$ cat config.mk
export PLATFORM = sky130hd
export DESIGN_NAME = vga_bar_render
export DESIGN_NICKNAME = d
export VERILOG_FILES = /design/src/rtl/vga_bar_render.sv
export SDC_FILE = /design/constraint.sdc
export NUM_CORES = 1
export LEC_CHECK = 0
export CAP_MARGIN = 20
export CORE_ASPECT_RATIO = 1.75
export CORE_UTILIZATION = 48
export DETAILED_ROUTE_END_ITERATION = 12
export PLACE_DENSITY = 0.76
export SLEW_MARGIN = 30
export SYNTH_ARGS = -nofsm -noshare
export SYNTH_HDL_FRONTEND = slang
export SYNTH_SLANG_ARGS = --single-unit
$ cat constraint.sdc
create_clock -name clk -period 2.92 [get_ports clk]
set_clock_uncertainty 0.2 [all_clocks]
set_input_delay 0.73 -clock clk [delete_from_list [all_inputs] [get_ports clk]]
set_output_delay 0.73 -clock clk [all_outputs]
set_load 0.02 [all_outputs]
$ cat src/rtl/vga_bar_render.sv
// rtl/vga_bar_render.sv - biofeedback level bar, threshold marker and background renderer
module vga_bar_render #(
    parameter int          BAR_X    = 304,
    parameter int          BAR_W    = 32,
    parameter int          STEP     = 4,
    parameter int          WARN     = 160,
    parameter logic [7:0]  BG_COLOR = 8'h02
) (
    input  logic       clk,
    input  logic       rst,
    input  logic [9:0] hc,
    input  logic [9:0] vc,
    input  logic       hsync_in,
    input  logic       vsync_in,
    input  logic [7:0] level_in,
    input  logic       level_valid,
    output logic       level_ready,
    output logic [7:0] rgb,
    output logic       hsync_out,
    output logic       vsync_out,
    output logic       frame_tick
);

    localparam logic [9:0] BAR_L  = 10'(BAR_X);
    localparam logic [9:0] BAR_R  = 10'(BAR_X + BAR_W - 1);
    localparam logic [9:0] MK_L   = 10'(BAR_X - 4);
    localparam logic [9:0] MK_R   = 10'(BAR_X + BAR_W + 3);
    localparam logic [9:0] MK_ROW = 10'(480 - ((2 * WARN > 480) ? 480 : 2 * WARN));
    localparam logic [8:0] STEP9  = 9'(STEP);

    logic [7:0] pending_q, pending_d;
    logic       pending_full_q, pending_full_d;
    logic [7:0] target_q, target_d;
    logic [7:0] disp_q, disp_d;
    logic       frame_tick_q, frame_tick_d;

    logic       s1_active_q, s1_active_d;
    logic       s1_marker_q, s1_marker_d;
    logic       s1_bar_q, s1_bar_d;
    logic       s1_red_q, s1_red_d;
    logic       s1_hs_q, s1_hs_d;
    logic       s1_vs_q, s1_vs_d;

    logic [7:0] rgb_q, rgb_d;
    logic       hs_q, hs_d;
    logic       vs_q, vs_d;

    logic       commit, slew, accept;
    logic [8:0] up_sum, dn_diff, h2, height, bar_top;

    always_comb begin
        commit = (hc == 10'd0) && (vc == 10'd480);
        slew   = (hc == 10'd1) && (vc == 10'd480);
        accept = level_valid && !pending_full_q;

        pending_d      = pending_q;
        pending_full_d = pending_full_q;
        target_d       = target_q;
        frame_tick_d   = commit;

        // Ready is low while full, so a commit that drains pending never races an accept.
        if (commit && pending_full_q) begin
            target_d       = pending_q;
            pending_full_d = 1'b0;
        end
        if (accept) begin
            pending_d      = level_in;
            pending_full_d = 1'b1;
        end

        up_sum  = {1'b0, disp_q} + STEP9;
        dn_diff = {1'b0, disp_q} - STEP9;
        disp_d  = disp_q;
        if (slew) begin
            if (disp_q < target_q) begin
                disp_d = (up_sum > {1'b0, target_q}) ? target_q : up_sum[7:0];
            end else if (disp_q > target_q) begin
                disp_d = (dn_diff[8] || (dn_diff[7:0] < target_q)) ? target_q : dn_diff[7:0];
            end
        end

        // Bar grows upward from the bottom row; two lines per level unit, clamped to full height.
        h2      = {disp_q, 1'b0};
        height  = (h2 > 9'd480) ? 9'd480 : h2;
        bar_top = 9'd480 - height;

        s1_active_d = (hc < 10'd640) && (vc < 10'd480);
        s1_marker_d = (vc == MK_ROW) && (hc >= MK_L) && (hc <= MK_R);
        s1_bar_d    = (hc >= BAR_L) && (hc <= BAR_R) && (vc >= {1'b0, bar_top}) && (vc < 10'd480);
        s1_red_d    = ({1'b0, disp_q} >= 9'(WARN));
        s1_hs_d     = hsync_in;
        s1_vs_d     = vsync_in;

        if (!s1_active_q) begin
            rgb_d = 8'h00;
        end else if (s1_marker_q) begin
            rgb_d = 8'hFF;
        end else if (s1_bar_q) begin
            rgb_d = s1_red_q ? 8'hE0 : 8'h1C;
        end else begin
            rgb_d = BG_COLOR;
        end
        hs_d = s1_hs_q;
        vs_d = s1_vs_q;
    end

    always_ff @(posedge clk) begin
        if (rst) begin
            pending_q      <= 8'd0;
            pending_full_q <= 1'b0;
            target_q       <= 8'd0;
            disp_q         <= 8'd0;
            frame_tick_q   <= 1'b0;
            s1_active_q    <= 1'b0;
            s1_marker_q    <= 1'b0;
            s1_bar_q       <= 1'b0;
            s1_red_q       <= 1'b0;
            s1_hs_q        <= 1'b1;
            s1_vs_q        <= 1'b1;
            rgb_q          <= 8'h00;
            hs_q           <= 1'b1;
            vs_q           <= 1'b1;
        end else begin
            pending_q      <= pending_d;
            pending_full_q <= pending_full_d;
            target_q       <= target_d;
            disp_q         <= disp_d;
            frame_tick_q   <= frame_tick_d;
            s1_active_q    <= s1_active_d;
            s1_marker_q    <= s1_marker_d;
            s1_bar_q       <= s1_bar_d;
            s1_red_q       <= s1_red_d;
            s1_hs_q        <= s1_hs_d;
            s1_vs_q        <= s1_vs_d;
            rgb_q          <= rgb_d;
            hs_q           <= hs_d;
            vs_q           <= vs_d;
        end
    end

    assign level_ready = ~pending_full_q;
    assign rgb         = rgb_q;
    assign hsync_out   = hs_q;
    assign vsync_out   = vs_q;
    assign frame_tick  = frame_tick_q;

endmodule

=== Word level (Yosys, flattened, before mapping) ===
Index checks and enable logic that the tools add are counted.
W data, S select, Z words.

* Input port bits: 33
* Bits in registers: 42
* Logic and storage cells: 62

* Equality and inequality tests: 3
* Bitwise logic cells: 2
* Reduce and logical (&&, ||, !) cells: 17
* $lt $le $gt $ge: 13
* $add $sub $neg: 3
* Muxes and demuxes: 10

{| class="wikitable"
|+ Operators with widths
! operator !! count
|-
| $mux W8 || 7
|-
| $ge A10 B9 Y1 const B || 2
|-
| $le A10 B9 Y1 const B || 2
|-
| $lt A8 B8 Y1 || 2
|-
| $eq A10 B1 Y1 const B || 1
|-
| $eq A10 B8 Y1 const B || 1
|-
| $eq A10 B9 Y1 const B || 1
|-
| $ge A10 B9 Y1 || 1
|-
| $logic_and A1 B1 Y1 || 10
|-
| $logic_not A10 Y1 || 1
|-
| $lt A10 B10 Y1 const B || 1
|-
| $lt A10 B9 Y1 const B || 1
|-
| $add A8 B3 Y9 const B || 1
|-
| $gt A9 B8 Y1 || 1
|-
| $gt A9 B9 Y1 const B || 1
|-
| $mux W9 || 1
|-
| $sub A8 B3 Y9 const B || 1
|-
| $sub A9 B9 Y9 const A || 1
|-
| $ge A8 B8 Y1 const B || 1
|-
| $gt A8 B8 Y1 || 1
|-
| $reduce_bool A2 Y1 || 2
|-
| $mux W1 || 2
|-
| $not A1 Y1 || 2
|-
| $reduce_and A2 Y1 || 1
|-
| 3 further kinds || 3
|}

=== Logic depth before layout (Yosys ltp) ===
Gate-level depths: netlist (run 1).

* Depth in word-level cells: 6
* Gate-level depth with buffers: 12

=== Worst setup path after synthesis (run 1) ===
OpenSTA, ideal clock, no wires.

* Path type: register to register
* Start: reg disp_q[5]
* End: reg disp_q[4]
* Library setup time: 0.116 ns
* Path buffers: 1
* Arrival: 2.527 ns
* Clock period less this slack: 2.843 ns
* Cell stages (with the launch flop): 12
* Setup slack: 0.077 ns
* Cells stage by stage: dfxtp_1 clkbuf_1 nand3_1 nor3_1 xor2_1 ha_1 nand2_1 o32ai_1 a31oi_1 o2bb2ai_1 mux2_2 o211a_1

* Word-level cells in the longest chain between the ends: 6
* Elaborated cells between the ends (all ways): 13
* Those cells by class: add/sub: 2; order compare: 4; mux: 4; reduce/logical: 3

{| class="wikitable"
|+ Ends and longest elaborated chain
! what !! RTL line !! source
|-
| start: declaration || 34 || <nowiki>logic [7:0] disp_q, disp_d;</nowiki>
|-
| start signal: assignment || 127 || <nowiki>disp_q <= disp_d;</nowiki>
|-
| $sub A8 B3 Y9 || 72 || <nowiki>dn_diff = {1'b0, disp_q} - STEP9;</nowiki>
|-
| $lt A8 B8 Y1 || 78 || <nowiki>disp_d = (dn_diff[8] || (dn_diff[7:0] < target_q)) ? target_q : dn_diff[7:0];</nowiki>
|-
| $logic_or A1 B1 Y1 || 78 ||
|-
| $mux W8 || 78 ||
|-
| $mux W8 || 77 || <nowiki>end else if (disp_q > target_q) begin</nowiki>
|-
| $mux W8 || 75 || <nowiki>if (disp_q < target_q) begin</nowiki>
|}

Several ways; a longest one is shown, not always the timed one. The select of a mux whose other input is x is not followed.
A chain may end at the register's enable or synchronous reset.

=== Worst setup path in the final report (run 1) ===
* Start: reg disp_q[3]
* End: reg disp_q[1]

The elaborated chain is that of the path after synthesis.

==> metrics.cfg, run 1 <==
[status]
status=complete, no violations

[clocking]
cts-root-buf=clkbuf_8
numCtsBuffers=5
insertion_delay_ns=0.30
cts_sinks=38
clkTransAtPathRegs_ns=0.08
cts_tree=built
cts_htree_levels=2
cts_buffer_depth=2

[critical_path]
r2r-end=disp_q[1]$_SDFFE_PP0P_
end_kind=register
r2r_start=disp_q[3]$_SDFFE_PP0P_
critPathArrivalTime_ns=2.91
r2r_setup_slack_ns=0.04
reg2regPathDepth=12
crit_path_start_kind=register
required_ns=2.95
critPathMaxFanout=4
critical_path_class=register to register

[grt]
antenna_found_initial=0
grt_pass1_wl_mm=12.22
track_usage=0.2756
grt_max_degree=24
grt_pass1_vias=2781
grt-ovfl-total=0

[job]
drv_cap=0

[logic_synthesis]
syn_area_mm2=0.002655
synthTopCellsByArea=dfxtp_1, ha_1, mux2i_1
syn_avg_cell_area_um2=8.565
yosys_warnings=0
synth_ff_type=dfxtp_1
async_flop_share=0
syn_inst=310
synth_edf_count=0
syn-num-nets=373
ys_types=48
seq_area_frac_synth=0.2865
synth.largest_area_cell=dfxtp_1
yosys.area.top_type_share=0.2865
ys_seq_elements=38

[cells_and_area]
nets=465
area_delta_synth_final_pct=41.33
fillCellCount=406
n_antenna_cell=0
layout-drive-gt1-share=0.2184
final_util=0.7081

[floorplan]
die_w_um=58.22
fp.dieH_um=100.4
rows=35
core_mm2=0.005299
initial_core_util=0.5011
pin_count=45
die_area_mm2=0.005844

[drt]
wirelength_mm=7.539
drt_iter0_drc=96
ant_nets=0
firstDrtPassIters=4
vias=2658
wl_per_cell_um=15.81
viasPerCell=5.572
drc=0

[worst_hold_path]
hold_start=s1_vs_q$_SDFF_PP1_
hold_path_class=register to register
hold-path-cell-count=1
hold_path_end=vsync_out$_SDFF_PP1_

[placed_design]
gp_congestion=0.9414
io_buffers=44
pre_cts_ws_ns=-0.4289
dp_hpwl_mm=6.025

[sta]
slew_headroom=0.4629
maxSlewViolCount=0
min_period_ns=2.876
setup_ws_ns=0.04365
rsz0062_at_grt=yes
final-hold-violation-count=0
setup_tns_ns=0
clock.fmax_mhz=347.7
worstMarginPinSlew_ns=0.7854
setup_viol=0
timing.final.crit_share=0.9851

[pwr]
p_per_area_mw_per_mm2=320.6
p_leak_uw=0.001734
peakVddDrop_mv=0.3453
total_power_uw=1203

[worst max-delay path, cell delays in order, from the launching register on]
cell and delay (ns):
dfxtp_2 0.39, inv_1 0.15, nor3_2 0.27, xor2_2 0.24, ha_1 0.29, nand2_1 0.07, o32ai_1 0.07, a31oi_1 0.23
o2bb2ai_2 0.19, buf_4 0.20, o2bb2ai_1 0.16, buf_4 0.17, mux2i_1 0.18
[sequential cells by signal, summed over array words and instances (netlist names)]
name            cells
s1_active_q         1
s1_red_q            1
hsync_out           1
s1_vs_q             1
target_q            8
pending_full_q      1
vsync_out           1
rgb                 4
pending_q           8
s1_marker_q         1
s1_bar_q            1
hs_d                1
frame_tick          1
disp_q              8
[power breakdown]
group          total (uW)  internal [uW]  switching (uW)
Sequential            534            528            5.30
Combinational         124           74.4            50.1
Clock                 545            342             203
[stage by stage]
step           std cells  hold WS [ns]  area, um2
6_report             477        0.2137       3752
2_1_floorplan        310        0.1895       2655
4_1_cts              476        0.2170       3704
3_3_place_gp         468        0.1921       3532
5_1_grt              477        0.2467       3752
3_5_place_dp         468        0.1975       3532
[logic make-up after synthesis]
logic type      share of synthesized area
xor+xnor                          0.04288
mux                               0.09189
compound gates                     0.1758
fa+ha+maj                          0.1414
flops                              0.2865
buf+inv                           0.05184
simple gates                       0.2097
[cell usage in the layout (no fill, tap or decap), types with 4 or more instances in the layout]
master           Yosys  routed
buf_4                4      53
clkdlybuf4s50_1      0      38
dfxtp_1             38      34
nor2_1              28      28
ha_1                30      28
nand2_1             26      26
mux2i_1             21      21
inv_1               19      19
a21oi_1             15      15
nand4_1              9       9
o21ai_0             11       9
xnor2_1              8       7
nand3_1              6       6
o21a_1               6       6
a211oi_1             6       6
nor3_1               7       5
a211o_1              5       5
o211a_1              5       5
and3_1               5       5
clkbuf_8             0       5
a31oi_1              4       4
nor2b_1              4       4
or2_2                4       4
[per-layer routing]
metal / vias up / share of wire / global-route usage
met4: 0 / 0.062 / 0.1886
met2: 93 / 0.55 / 0.5385
li1: 1305 / - / -
met5: - / 0 / 0
met1: 1230 / 0.36 / 0.2428
met3: 30 / 0.035 / 0.04381
[area by class of cell]
type / instances / area (um2) / share of cell area
repair buffers: 98 / 862.1 / 0.2297
clock inverters: 3 / 68.82 / 0.01834
inverters: 19 / 71.32 / 0.01901
multi-input cells: 240 / 1821 / 0.4852
flip-flops and latches: 38 / 768.2 / 0.2047
clock buffers: 5 / 68.82 / 0.01834
well taps: 74 / 92.59 / 0.02467
[worst max path at each step]
stage,start,end,cells after the start
2_1_floorplan,disp_q[5]$_SDFFE_PP0P_,disp_q[4]$_SDFFE_PP0P_,11
3_3_place_gp,hc[8],disp_q[4]$_SDFFE_PP0P_,7
3_5_place_dp,hc[1],disp_q[5]$_SDFFE_PP0P_,7
4_1_cts,hc[8],disp_q[5]$_SDFFE_PP0P_,7
5_1_grt,hc[1],disp_q[2]$_SDFFE_PP0P_,7
6_report,disp_q[3]$_SDFFE_PP0P_,disp_q[1]$_SDFFE_PP0P_,12
[timing repair]
item	in CTS	in global routing
hold buffers	0	0
cloned	0	0
pin swaps	7	6
gates resized for setup	10	14
endpoints found under the setup margin	8	9
buffers inserted	0	1
[synth_stat cells (all sizes together) (2+ instances only)]
library cell,n
a211oi,6
nor4,3
buf,7
o211ai,4
nand4,9
nor2,28
a21oi,15
a31oi,4
ha,30
or2,4
o21bai,2
o2bb2ai,2
o21ai,11
nor2b,4
and3,5
mux2,3
nor3,7
nand2,26
xor2,5
clkbuf,6
o21a,6
or4,2
inv,19
o211a,5
mux2i,21
a211o,5
nand2b,3
or3,4
nand3,6
dfxtp,38
xnor2,8
Note: power is estimated with default switching activity, not from simulation.
==> run 2, diff against run 1 <==
Settings changed: CORE_UTILIZATION 48 to 54, GPL_ROUTABILITY_DRIVEN from default to 1, PLACE_DENSITY 0.76 to 0.81.
Clock period 2.92 ns to 2.7 ns, I/O delays scaled along.
==> metrics.cfg, run 2 (same netlist as run 1, synthesis figures left out) <==
[floorplan]
core_mm2=0.004707  ; was 0.005299 mm2
pin_count=45  ; unchanged
die_area_mm2=0.005212  ; was 0.005844 mm2
initial_core_util=0.5641  ; was 0.5011
rows=33  ; was 35
die_w_um=55.01  ; was 58.22 um
fp.dieH_um=94.76  ; was 100.4 um

[status]
violations=negative setup slack
status=complete, but fails checks  ; was complete, no violations

[worst_hold_path]
hold_path_class=register to register  ; unchanged

[clocking]
postCtsHoldBufs=0  ; unchanged
numCtsBuffers=5  ; unchanged
cts_htree_levels=2  ; unchanged
cts-root-buf=clkbuf_8  ; unchanged
cts_buffer_depth=2  ; unchanged
cts_tree=built  ; unchanged
insertion_delay_ns=0.31  ; was 0.30 ns
cts_sinks=38  ; unchanged
clkTransAtPathRegs_ns=0.08  ; about the same

[critical_path]
crit_path_start_kind=register  ; unchanged
end_kind=register  ; unchanged
critical_path_class=register to register  ; unchanged
required_ns=2.69  ; was 2.95 ns
critPathArrivalTime_ns=2.87  ; was 2.91 ns
critPathMaxFanout=6  ; was 4

[placed_design]
gp_congestion=0.9886  ; was 0.9414
dp_hpwl_mm=6.163  ; was 6.025 mm
place_area_mm2=0.003507  ; was 0.003532 mm2
place_inst=448  ; was 468
io_buffers=44  ; unchanged

[cells_and_area]
layout-drive-gt1-share=0.3199  ; was 0.2184
fillCellCount=258  ; was 406
multiInputGateArea_mm2=0.002013  ; was 0.001821 mm2
regArea_um2=773.2  ; was 768.2 um2
final_common_cell=buf_4  ; unchanged
top_regs=disp_q x8, pending_q x8, target_q x8  ; unchanged
instances_no_fill=474  ; was 477
final_cell_mix=buf_4, dfxtp_1, clkdlybuf4s50_1, nor2_1, ha_1  ; was buf_4, clkdlybuf4s50_1, dfxtp_1, nor2_1, ha_1
n_antenna_cell=0  ; unchanged
nets=484  ; was 465
area_delta_synth_final_pct=52.50  ; was 41.33%
fin_area_mm2=0.004049  ; was 0.003752 mm2

[drt]
wirelength_mm=10.28  ; was 7.539 mm
viasPerCell=6.447  ; was 5.572
wl_per_cell_um=21.68  ; was 15.81 um
firstDrtPassIters=7  ; was 4
drt_iter0_drc=140  ; was 96
ant_nets=0  ; unchanged
vias=3056  ; was 2658
drc=0  ; unchanged

[sta]
rsz0062_at_grt=yes  ; unchanged
min_period_ns=2.879  ; was 2.876 ns
timing.final.crit_share=1.066  ; was 0.9851
hold_slack_ns=0.2157  ; was 0.2137 ns
clock.fmax_mhz=347.4  ; was 347.7 MHz
setup_ws_ns=-0.1788  ; was 0.04365 ns
final-hold-violation-count=0  ; unchanged
setup_viol=9  ; was 0
maxSlewViolCount=0  ; unchanged
slew_headroom=0.5820  ; was 0.4629
worstMarginPinSlew_ns=0.6185  ; was 0.7854 ns

[pwr]
power_frac_clock=0.376  ; was 0.453
combPwrFrac=0.122  ; was 0.103
p_int_uw=854.6  ; was 945.1 uW
total_power_uw=1148  ; was 1203 uW
peakVddDrop_mv=0.3853  ; was 0.3453 mV
p_per_area_mw_per_mm2=283.6  ; was 320.6 mW/mm2
p_leak_uw=0.001823  ; was 0.001734 uW
power_switching_uw=293.8  ; was 257.9 uW
power_frac_seq=0.502  ; was 0.444
swShare=0.2558  ; was 0.2144

[grt]
grt_pass1_vias=2891  ; was 2781
grt-ovfl-total=0  ; unchanged
grt_max_degree=24  ; unchanged
track_usage=0.3461  ; was 0.2756
antenna_found_initial=0  ; unchanged
grt_pass1_wl_mm=12.70  ; was 12.22 mm

[job]
drv_cap=0  ; unchanged

## run 2: final cells by class
type	instances	area share
multi-input cells	240	0.4972
repair buffers	117	0.2531
flip-flops and latches	38	0.1910
clock buffers	6	0.02040
inverters	19	0.01916
well taps	52	0.01607
clock inverters	2	0.003090
## run 2: path summary, 6_finish.rpt
check	start	end	slack, ns	depth (start not counted)
worst min-delay path	hs_d$_SDFF_PP1_	hsync_out$_SDFF_PP1_	0.22	1
worst max register to register	disp_q[2]$_SDFFE_PP0P_	disp_q[2]$_SDFFE_PP0P_	-0.18	10
worst max-delay path	disp_q[2]$_SDFFE_PP0P_	disp_q[2]$_SDFFE_PP0P_	-0.18	10
worst min register to register	hs_d$_SDFF_PP1_	hsync_out$_SDFF_PP1_	0.22	1
## run 2: what timing repair did
action                     4_1_cts  5_1_grt
buffers inserted                 4       14
pin swaps                        9       29
setup endpoints to repair        9        9
cloned                           0        0
gates resized for setup         30       49
## run 2: critical path, stage by stage (launching register included)
cell and delay [ns]:
dfxtp_4 0.41, clkinvlp_4 0.15, ha_4 0.34, inv_4 0.05, ha_4 0.26, o211ai_1 0.18
a221o_1 0.47, buf_4 0.18, and3_4 0.18, a211oi_2 0.26, a211oi_2 0.08
## run 2: metrics by stage
stage          setup TNS (ns)  setup WS (ns)    util
5_1_grt                -1.646        -0.2584  0.8602
4_1_cts             -0.002009      -0.002009  0.7876
3_3_place_gp           -4.069        -0.5153  0.7451
2_1_floorplan         -0.1424       -0.04380       -
6_report               -1.123        -0.1788  0.8602
3_5_place_dp           -4.792        -0.5832  0.7451
## run 2: power groups by stage
| stage | clock [uW] | combinational, uW | sequential [uW] |
|---|---|---|---|
| 2_1_floorplan | 0 | 47.5 | 592 |
| 3_3_place_gp | 0 | 132 | 591 |
| 3_5_place_dp | 0 | 137 | 591 |
| 4_1_cts | 420 | 135 | 577 |
| 5_1_grt | 450 | 150 | 577 |
| 6_report | 432 | 140 | 576 |
## run 2: per-layer routing
metal | track usage | part of all wire | up-vias
met4 | 0.2708 | 0.082 | 0
met3 | 0.08857 | 0.060 | 90
li1 | - | - | 1339
met2 | 0.6145 | 0.53 | 189
met1 | 0.3049 | 0.33 | 1438
met5 | 0 | 0 | -
==> run 3, diff against run 2 <==
Settings changed: CORE_ASPECT_RATIO 1.75 to 1.4.
==> metrics.cfg, run 3 (same netlist as run 1, synthesis figures left out) <==
[placed_design]
dp_hpwl_mm=5.664  ; was 6.163 mm
gp_congestion=0.9354  ; was 0.9886
io_buffers=44  ; unchanged
place_inst=453  ; was 448

[cells_and_area]
n_antenna_cell=0  ; unchanged
top_regs=disp_q x8, pending_q x8, target_q x8  ; unchanged
nets=470  ; was 484
fillCellCount=273  ; was 258
final_common_cell=buf_4  ; unchanged
area_delta_synth_final_pct=45.15  ; was 52.50%
layout-drive-gt1-share=0.2868  ; was 0.3199
instances_no_fill=470  ; was 474
final_cell_mix=buf_4, clkdlybuf4s50_1, dfxtp_1, ha_1, nor2_1  ; was buf_4, dfxtp_1, clkdlybuf4s50_1, nor2_1, ha_1

[status]
status=complete, but fails checks  ; unchanged
violations=negative setup slack  ; unchanged

[grt]
grtUsageMet1=0.3137  ; was 0.3049
met3_usage=0.04573  ; was 0.08857
top_usage_layer=met2  ; unchanged
grt_pass1_vias=2654  ; was 2891
track_usage=0.3008  ; was 0.3461
grt_pass1_wl_mm=11.74  ; was 12.70 mm
grt_max_degree=21  ; was 24
antenna_found_initial=0  ; unchanged
grt-ovfl-total=0  ; unchanged
met2_usage=0.5455  ; was 0.6145

[sta]
worstMarginPinSlew_ns=0.6252  ; was 0.6185 ns
setup_ws_ns=-0.05954  ; was -0.1788 ns
timing.final.crit_share=1.022  ; was 1.066
min_period_ns=2.760  ; was 2.879 ns
slew_headroom=0.5724  ; was 0.5820
rsz0062_at_grt=yes  ; unchanged
setup_viol=4  ; was 9
clock.fmax_mhz=362.4  ; was 347.4 MHz
maxSlewViolCount=0  ; unchanged
hold_slack_ns=0.2153  ; was 0.2157 ns
final-hold-violation-count=0  ; unchanged

[clocking]
postCtsHoldBufs=0  ; unchanged
cts_sinks=38  ; unchanged
clkTransAtPathRegs_ns=0.08  ; about the same
insertion_delay_ns=0.30  ; was 0.31 ns
cts-root-buf=clkbuf_8  ; unchanged
cts_tree=built  ; unchanged
cts_htree_levels=2  ; unchanged
cts_buffer_depth=2  ; unchanged
numCtsBuffers=5  ; unchanged

[pwr]
total_power_uw=1118  ; was 1148 uW
p_per_area_mw_per_mm2=290.1  ; was 283.6 mW/mm2
power_frac_seq=0.513  ; was 0.502
power_switching_uw=268.4  ; was 293.8 uW
combPwrFrac=0.119  ; was 0.122
swShare=0.2401  ; was 0.2558
p_int_uw=849.4  ; was 854.6 uW
power_frac_clock=0.368  ; was 0.376
p_leak_uw=0.001743  ; was 0.001823 uW
peakVddDrop_mv=0.5201  ; was 0.3853 mV

[drt]
drc=0  ; unchanged
viasPerCell=6.100  ; was 6.447
wl_per_cell_um=17.73  ; was 21.68 um
wirelength_mm=8.334  ; was 10.28 mm
vias=2867  ; was 3056
firstDrtPassIters=4  ; was 7
ant_nets=0  ; unchanged
drt_iter0_drc=191  ; was 140

[job]
drv_cap=0  ; unchanged

[worst_hold_path]
hold_start=hs_d$_SDFF_PP1_  ; unchanged
hold_path_end=hsync_out$_SDFF_PP1_  ; unchanged
hold_path_class=register to register  ; unchanged
hold-path-cell-count=1  ; unchanged

[critical_path]
reg2regPathDepth=10  ; unchanged
r2r_setup_slack_ns=-0.06  ; was -0.18 ns
crit_chain=nand3_2 -> nor3_2 -> xor2_1 -> ha_1 -> nand2_1 -> o32ai_2 -> a31oi_1 -> o2bb2ai_2 -> mux2_2 -> o211a_1  ; was clkinvlp_4 -> ha_4 -> inv_4 -> ha_4 -> o211ai_1 -> a221o_1 -> buf_4 -> and3_4 -> a211oi_2 -> a211oi_2
required_ns=2.68  ; was 2.69 ns
crit_slowest_cell=dfxtp_4  ; was a221o_1
crit_cells=10  ; unchanged
r2r_start=disp_q[5]$_SDFFE_PP0P_  ; was disp_q[2]$_SDFFE_PP0P_
cp_top_family=compound AO/OA/AOI/OAI gates  ; unchanged
r2r-end=disp_q[7]$_SDFFE_PP0P_  ; was disp_q[2]$_SDFFE_PP0P_
end_kind=register  ; unchanged
cp_num_buf_inv=0  ; was 3
critPathMaxFanout=4  ; was 6
critical_path_class=register to register  ; unchanged
critPathArrivalTime_ns=2.74  ; was 2.87 ns
crit_path_start_kind=register  ; unchanged
slowest_delay_ns=0.40  ; was 0.47 ns

[floorplan]
die_w_um=61.26  ; was 55.01 um
initial_core_util=0.5717  ; was 0.5641
pin_count=45  ; unchanged
die_area_mm2=0.005205  ; was 0.005212 mm2
core_mm2=0.004644  ; was 0.004707 mm2
rows=29  ; was 33
fp.dieH_um=84.97  ; was 94.76 um

[run 3: cell types whose count changed in the layout (fill, tap and decap cells not counted), moves of 3 or more]
cell / previous run / this run
ha_1: 25 / 28
buf_2: 0 / 3
buf_4: 64 / 54
mux2_2: 0 / 3
mux2_4: 3 / 0
nand2_1: 22 / 25
[run 3: stage by stage]
stage	TNS (ns)	setup slack, ns	utilization	area, um2
after global placement	-3.951	-0.5057	0.7497	3482
after floorplan	-0.1424	-0.04380	-	2658
after detailed placement	-4.933	-0.5689	0.7497	3482
after CTS	-0.01366	-0.009471	0.7807	3626
final	-0.1750	-0.05954	0.8297	3854
after global routing	-0.9637	-0.1486	0.8297	3854
[run 3: worst max-delay path by stage]
stage,end,startpoint,slack [ns]
2_1_floorplan,disp_q[4]$_SDFFE_PP0P_,hc[1],-0.04
3_3_place_gp,disp_q[4]$_SDFFE_PP0P_,hc[8],-0.51
3_5_place_dp,disp_q[4]$_SDFFE_PP0P_,hc[8],-0.57
4_1_cts,disp_q[3]$_SDFFE_PP0P_,disp_q[3]$_SDFFE_PP0P_,-0.009
5_1_grt,s1_bar_q$_SDFF_PP0_,disp_q[4]$_SDFFE_PP0P_,-0.15
6_report,disp_q[7]$_SDFFE_PP0P_,disp_q[5]$_SDFFE_PP0P_,-0.06
[run 3: layout make-up]
type / instances / area, um2 / area share
Tap cell: 62 / 77.57 / 0.02013
Clock buffer: 6 / 82.58 / 0.02143
Sequential cell: 38 / 780.7 / 0.2026
Timing Repair Buffer: 103 / 879.6 / 0.2282
Multi-Input combinational cell: 240 / 1947 / 0.5052
Inverter: 19 / 73.82 / 0.01916
Clock inverter: 2 / 12.51 / 0.003247
[run 3: worst register-to-register path, stage by stage (launching register included)]
cell and delay [ns]:
dfxtp_4 0.40, nand3_2 0.09, nor3_2 0.18, xor2_1 0.29
ha_1 0.31, nand2_1 0.08, o32ai_2 0.08, a31oi_1 0.20
o2bb2ai_2 0.21, mux2_2 0.38, o211a_1 0.22
[run 3: power groups by stage]
stage,logic (uW),registers [uW],clock network [uW]
after floorplan,47.5,592,0
after global placement,129,591,0
after detailed placement,133,592,0
after CTS,130,578,414
after global routing,144,575,441
final,133,573,411
[run 3: routing by layer]
metal / part of all wire / wire length [um] / vias up
met5: 0 / 0 / -
met4: 0.057 / 473 / 0
met3: 0.057 / 476 / 48
met2: 0.51 / 4263 / 151
met1: 0.37 / 3120 / 1347
li1: - / - / 1321
[run 3: repair_timing]
action                     CTS  global route
gates resized for setup     33            38
hold endpoints to repair     0             0
setup buffers                2             7
pin swaps                    9            24
cloned                       0             0
setup endpoints to repair    8             9
